## src/rtl/coeff_mem_loader.sv

```systemverilog
// Coefficient memory loader: streams DATA_DEPTH words into memory, reads them
// back, and compares write and read-back sums to report a checksum and error flag.
module coeff_mem_loader #(
    parameter int DATA_WIDTH = 19,
    parameter int ADDR_WIDTH = 6,
    parameter int DATA_DEPTH = 64
) (
    input  logic                  clk,
    input  logic                  rst_n,
    input  logic                  start,
    input  logic [DATA_WIDTH-1:0] s_data,
    input  logic                  s_valid,
    output logic                  s_ready,
    output logic                  mem_we,
    output logic [ADDR_WIDTH-1:0] mem_addr,
    output logic [DATA_WIDTH-1:0] mem_wdata,
    input  logic [DATA_WIDTH-1:0] mem_rdata,
    output logic                  busy,
    output logic                  done,
    output logic                  err,
    output logic [24:0]           checksum
);

    localparam int SUM_WIDTH = 25;
    localparam logic [ADDR_WIDTH-1:0] LAST_ADDR = ADDR_WIDTH'(DATA_DEPTH - 1);

    typedef enum logic [1:0] {
        IDLE,
        LOAD,
        VERIFY,
        CHECK
    } state_t;

    state_t                state, state_next;
    logic [ADDR_WIDTH-1:0] waddr, raddr;
    logic [SUM_WIDTH-1:0]  wsum, rsum, rsum_next;
    logic                  rd_pending;
    logic                  accept;

    assign accept = (state == LOAD) && s_valid;

    // Read data trails its address by one cycle, so the sum lags the address.
    assign rsum_next = rsum + (rd_pending ? SUM_WIDTH'(mem_rdata) : SUM_WIDTH'(0));

    always_comb begin
        // NOTE: every output gets a default first so no path leaves it unassigned (no latches).
        state_next = state;
        s_ready    = 1'b0;
        mem_we     = 1'b0;
        mem_addr   = '0;
        mem_wdata  = '0;
        busy       = 1'b1;
        case (state)
            IDLE: begin
                busy = 1'b0;
                if (start) state_next = LOAD;
            end
            LOAD: begin
                s_ready   = 1'b1;
                mem_we    = s_valid;
                mem_addr  = waddr;
                mem_wdata = s_data;
                if (s_valid && waddr == LAST_ADDR) state_next = VERIFY;
            end
            VERIFY: begin
                mem_addr = raddr;
                if (raddr == LAST_ADDR) state_next = CHECK;
            end
            CHECK: state_next = IDLE;
            default: state_next = IDLE;
        endcase
    end

    // NOTE: sequential state uses non-blocking assignments so every register samples pre-edge values.
    always_ff @(posedge clk or negedge rst_n) begin
        if (!rst_n) begin
            state      <= IDLE;
            waddr      <= '0;
            raddr      <= '0;
            wsum       <= '0;
            rsum       <= '0;
            rd_pending <= 1'b0;
            done       <= 1'b0;
            err        <= 1'b0;
            checksum   <= '0;
        end else begin
            state      <= state_next;
            rd_pending <= (state == VERIFY);
            case (state)
                IDLE: begin
                    if (start) begin
                        waddr <= '0;
                        raddr <= '0;
                        wsum  <= '0;
                        rsum  <= '0;
                        done  <= 1'b0;
                        err   <= 1'b0;
                    end
                end
                LOAD: begin
                    if (accept) begin
                        waddr <= waddr + 1'b1;
                        wsum  <= wsum + SUM_WIDTH'(s_data);
                    end
                end
                VERIFY: begin
                    raddr <= raddr + 1'b1;
                    rsum  <= rsum_next;
                end
                CHECK: begin
                    // The final read word lands this cycle, so compare against rsum_next.
                    rsum     <= rsum_next;
                    done     <= 1'b1;
                    err      <= (wsum != rsum_next);
                    checksum <= wsum;
                end
                default: ;
            endcase
        end
    end

endmodule

```

## config.mk

```make
export PLATFORM = sky130hd
export DESIGN_NAME = coeff_mem_loader
export DESIGN_NICKNAME = d
export VERILOG_FILES = /design/src/rtl/coeff_mem_loader.sv
export SDC_FILE = /design/constraint.sdc
export NUM_CORES = 1
export LEC_CHECK = 0
export BUFFER_PORTS_ARGS = -buffer_cell sky130_fd_sc_hd__buf_2
export CAP_MARGIN = 5
export CORE_UTILIZATION = 41
export CTS_CLUSTER_DIAMETER = 30
export DETAILED_ROUTE_END_ITERATION = 8
export PLACE_DENSITY = 0.59
export SETUP_SLACK_MARGIN = 0.2
export SYNTH_ARGS = -nofsm -noshare
export SYNTH_HDL_FRONTEND = slang
export SYNTH_SLANG_ARGS = --single-unit
```

## constraint.sdc

```tcl
create_clock -name clk -period 8.93 [get_ports clk]
set_input_delay 1.786 -clock clk [delete_from_list [all_inputs] [get_ports clk]]
set_output_delay 1.786 -clock clk [all_outputs]
set_load 0.02 [all_outputs]
```

; ---- Word-level counts from Yosys, hierarchy flattened
; Cells that the tools add are included.
[op_classes]
n_addsub = 4
n_eq_ne = 10
muxes = 21
reduce_logical = 13
[op_table]
columns = operator, n
row1 = 25-bit one-hot mux with 2 select lines, 2
row2 = 25-bit by 19-bit adder with 25-bit output, 2
row3 = 25-bit two-way mux, 2
row4 = 19-bit two-way mux, 2
row5 = 6-bit one-hot mux with 2 select lines, 3
row6 = 25-bit inequality test, 1
row7 = 6-bit by 1-bit adder with 6-bit output (second input constant), 2
row8 = 6-bit equality test (second input constant), 2
row9 = 6-bit two-way mux, 2
row10 = 2-bit one-hot mux with 4 select lines, 1
row11 = 2-bit nonzero test, 4
row12 = 2-bit two-way mux, 3
row13 = 2-bit inequality test (second input constant), 3
row14 = 2-bit AND reduction, 3
row15 = 3-bit AND reduction, 2
row16 = 2-bit equality test (second input constant), 2
row17 = 1-bit two-way mux, 4
row18 = 1-bit one-hot mux with 2 select lines, 2
row19 = 2-bit by 1-bit equality test with 1-bit output (second input constant), 1
row20 = 1-bit logical AND, 2
row21 = 2-bit logical NOT, 1
row22 = 2-bit by 1-bit inequality test with 1-bit output (second input constant), 1
row23 = 2-bit OR reduction, 1
[totals]
reg_bits = 92
input_bits = 42
output_inout_bits = 55
elab_cells = 57

; ---- Depth between registers and ports, before layout
[depth]
ltp_word = 4
ltp_mapped = 15
ltp_nobuf = 14

; ---- Worst setup path after synthesis
; Ideal clock, no wire load.
[synth_timing]
path_kind = input to register
start = input mem_rdata[0]
end = register err
setup_ps = 124
arrival_time_ps = 4606
t_required_ps = 8806
path_slack_ps = 4200
cell_stages = 14
path_buffers = 0
path_cell_list = and2_1 ha_1 inv_1 fa_1 xor2_1 o311a_1 nand4_1 or4_1 or4_1 nor4_2 o2111ai_1 nor4_2 nand4_1 o31a_1
[synth_via]
elab_chain_len = 4
[synth_lines]
columns = item, line_no
row1 = start: declaration, 17  ; input logic [DATA_WIDTH-1:0] mem_rdata,
row2 = 19-bit two-way mux, 43  ; assign rsum_next = rsum + (rd_pending ? SUM_WIDTH'(mem_rdata) : SUM_WIDTH'(0));
row3 = 25-bit by 19-bit adder with 25-bit output, 43
row4 = 25-bit inequality test, 114  ; err <= (wsum != rsum_next);
row5 = 1-bit one-hot mux with 2 select lines, 89  ; case (state)
row6 = end signal: assignment, 114
row7 = end: declaration, 20  ; output logic err,
; Every way passes these cells.
; A chain may end at the register's enable or synchronous reset.

; ---- Worst setup path after layout
; Ends and elaborated chain as after synthesis.

==> qor.txt <==
diode count -> 0
Initial Util -> 0.420
area grow syn2layout -> 14.5%
Required @ worst endpoint -> 9.18 ns
setup violators final -> 0
initial antenna violation count -> 0
Mean Syn Cell Area -> 9.05 um2
Worst Hold Class -> reg2reg
IO Pins -> 97
share of the synthesized area in the top cell type -> 0.345
clk sink count -> 92
IO buf count -> 96
Synth Register Bits -> 92
Final Max Tran Viols -> 0
reg-to-reg startpoint -> rd_pending$_DFF_PN0_
post-synthesis cell count -> 738
syn_nets -> 826
P_sw -> 0.708 mW
Async SR Flop Fraction -> 1.00
min-delay src -> rsum[8]$_DFFE_PN0P_
max_slew headroom -> 0.271
most instantiated library cell after synthesis -> dfrtp_1
die footprint -> 16800 um2
hpwl dp -> 13900 um
PwrDens -> 232 nW/um2
DRC -> 0
cell taking the most area after synthesis -> dfrtp_1
Routed Antenna Nets -> 0
reg2reg setup slack -> 4.72 ns
Reg power frac -> 0.298
clk slew on worst S/H paths -> 0.07 ns
GP Congestion -> 0.914
Placed Cells -> 1024
TritonRoute pass-1 iters -> 6
Layout Skew -> 0.00672 ns
Final Hold Fails -> 0
# fillers -> 1563
Post-CTS Hold Buffers -> 0
ratio of cells with drive above 1 in the final layout -> 0.187
fin cells -> 1040
CP startpoint kind -> input pin
Final min period -> 4.87 ns
commonest cells in the netlist -> dfrtp_1, nand2_1, o21ai_0
routed len/inst -> 17.9 um
outcome -> finished, final reports clean
top cells by area, synth -> dfrtp_1, ha_1, mux2_2
Post-Route WL -> 18600 um
Vias -> 5848
RSZ-0062 raised after global routing -> false
crit-path max FO -> 5
worst-path cell chain -> buf_2 > and2_1 > ha_1 > inv_1 > fa_1 > nor2b_1 > o2111ai_1 > and3b_1 > a311o_1 > and4_1 > nor3_2 > xor2_1 > and3_1 > o211ai_1 > o31a_1
Critical-path top delay cell -> a311o_1
core area -> 15900 um2
CTS tree -> done
distinct cell type count after synthesis -> 69
crit path launch -> mem_rdata[0]
Post-CTS Setup Inserts -> 0
clock share of power -> 0.230
Fmax achieved -> 0.205 GHz
crit share post-route -> 0.545
CP Capture Type -> flip-flop
Clock Latency Late Sink -> 0.36 ns
cell leakage power -> 3.75 nW
CP Class -> in2reg
CTS buffer count -> 9
CP Buf/Inv Count -> 2
die height -> 130 um
total gr overflow -> 0
Internal -> 1.07 mW
Rows -> 46
first-pass GRT wire length -> 29400 um
clk root buf -> clkbuf_16
vias in the first global route -> 5622
YS warnings -> 0
Mapped Area -> 6680 um2
Arr. time, crit path -> 5.12 ns
initial drt markers -> 331
H-tree lvl count -> 3
total chip power -> 1.77 mW
VDD IR max -> 108 uV
setup TNS -> 0 ns
register area share after synthesis -> 0.345
Slowest Stage Delay on Critical Path -> 0.44 ns
Die Width -> 130 um
Final #Nets -> 907
largest net degree at the start of global routing -> 54
combinational power share -> 0.473
Post-CTS Resized -> 0
CP top delay family -> simple AND/OR/NAND/NOR gates
CTS Buffer Depth -> 2
Most used DFF post-synth -> dfrtp_1
Post-synth EDFFs -> 0
Net Sw Frac -> 0.399
worst-margin pin slew -> 1.09 ns
maxcap violations -> 0
Overall Global Routing Usage -> 0.231
number of vias per cell -> 5.62
[worst paths after layout]
check / to / cells past startpoint
setup / recovery: err$_DFFE_PN0P_ / 15
hold / removal: rsum[8]$_DFFE_PN0P_ / 2
setup reg to reg: err$_DFFE_PN0P_ / 14
hold reg to reg: rsum[8]$_DFFE_PN0P_ / 2
max in group asynchronous: waddr[5]$_DFFE_PN0P_ / 2
min in group asynchronous: rsum[7]$_DFFE_PN0P_ / 1
[power groups by stage]
stage	clock [mW]	combinational, mW	sequential [mW]
after floorplan	0	0.653	0.520
after global placement	0	0.827	0.533
after global routing	0.432	0.920	0.535
final	0.407	0.839	0.528
after detailed placement	0	0.827	0.534
after CTS	0.415	0.832	0.527
[tightest hold or removal path, stage by stage, from the launching register on]
cell and delay [ns]:
dfrtp_1 0.36, nand2_1 0.05, o21ai_0 0.06
[routing by layer]
layer,vias to the layer above,share of wire,GRT usage
met3,30,0.035,0.0273
li1,2849,-,-
met1,2808,0.48,0.317
met2,161,0.46,0.366
met5,-,0,0
met4,0,0.025,0.105
[area by class of cell]
| cell class | instances | area, um2 | share of cell area |
|---|---|---|---|
| multi-input combinational | 600 | 4190 | 0.548 |
| sequential | 92 | 2300 | 0.301 |
| clock inverter | 3 | 43.8 | 0.00573 |
| clock buffer | 13 | 260 | 0.0341 |
| timing repair buffer | 100 | 517 | 0.0676 |
| inverter | 16 | 60.1 | 0.00786 |
| tap | 216 | 270 | 0.0354 |
[layout by cell type, fill, tap and decap left out, types with 5 or more instances in the layout]
| cell type | count |
|---|---|
| buf_2 | 95 |
| dfrtp_1 | 92 |
| nand2_1 | 74 |
| o21ai_0 | 50 |
| nor2_1 | 44 |
| ha_1 | 44 |
| and2_1 | 40 |
| a21oi_1 | 36 |
| xnor2_1 | 31 |
| xor2_1 | 30 |
| nand3_1 | 28 |
| mux2_2 | 26 |
| a21o_1 | 16 |
| inv_1 | 15 |
| a22o_1 | 14 |
| and3_1 | 13 |
| nor3_1 | 13 |
| nand2b_1 | 10 |
| nand4_1 | 9 |
| clkbuf_16 | 9 |
| o211ai_1 | 8 |
| a31oi_1 | 7 |
| o31ai_1 | 7 |
| a22oi_1 | 6 |
| nor2b_1 | 6 |
| or3_1 | 6 |
| a211oi_1 | 6 |
| mux2i_1 | 6 |
| o21a_1 | 5 |
| o31a_1 | 5 |
[state kept, by name (all words and copies together) (netlist names)]
register    cells
checksum       25
rsum           25
wsum           25
raddr           6
waddr           6
state           2
done            1
err             1
rd_pending      1
[cells by family (layout without fill, tap and decap cells)]
group	count (synthesis)	count (layout)	synth area share
and+or+nand+nor	262	262	0.201
xor gates and xnor gates	63	63	0.0858
DFF	92	92	0.345
AOI/OAI and AO/OA	197	197	0.200
adders and majority gates	46	46	0.0885
muxes	32	32	0.0528
buffers and inverters	46	132	0.0277
[per-stage QoR]
stage | util | setup slack [ns] | area [um2] | hold slack, ns
6_report | 0.481 | 4.06 | 7640 | 0.496
3_3_place_gp | 0.461 | 3.83 | 7330 | 0.472
3_5_place_dp | 0.462 | 3.74 | 7340 | 0.482
2_1_floorplan | - | 4.20 | 6680 | 0.455
4_1_cts | 0.481 | 4.10 | 7640 | 0.497
5_1_grt | 0.481 | 3.89 | 7640 | 0.521
Note: power is estimated with default switching activity, not from simulation.
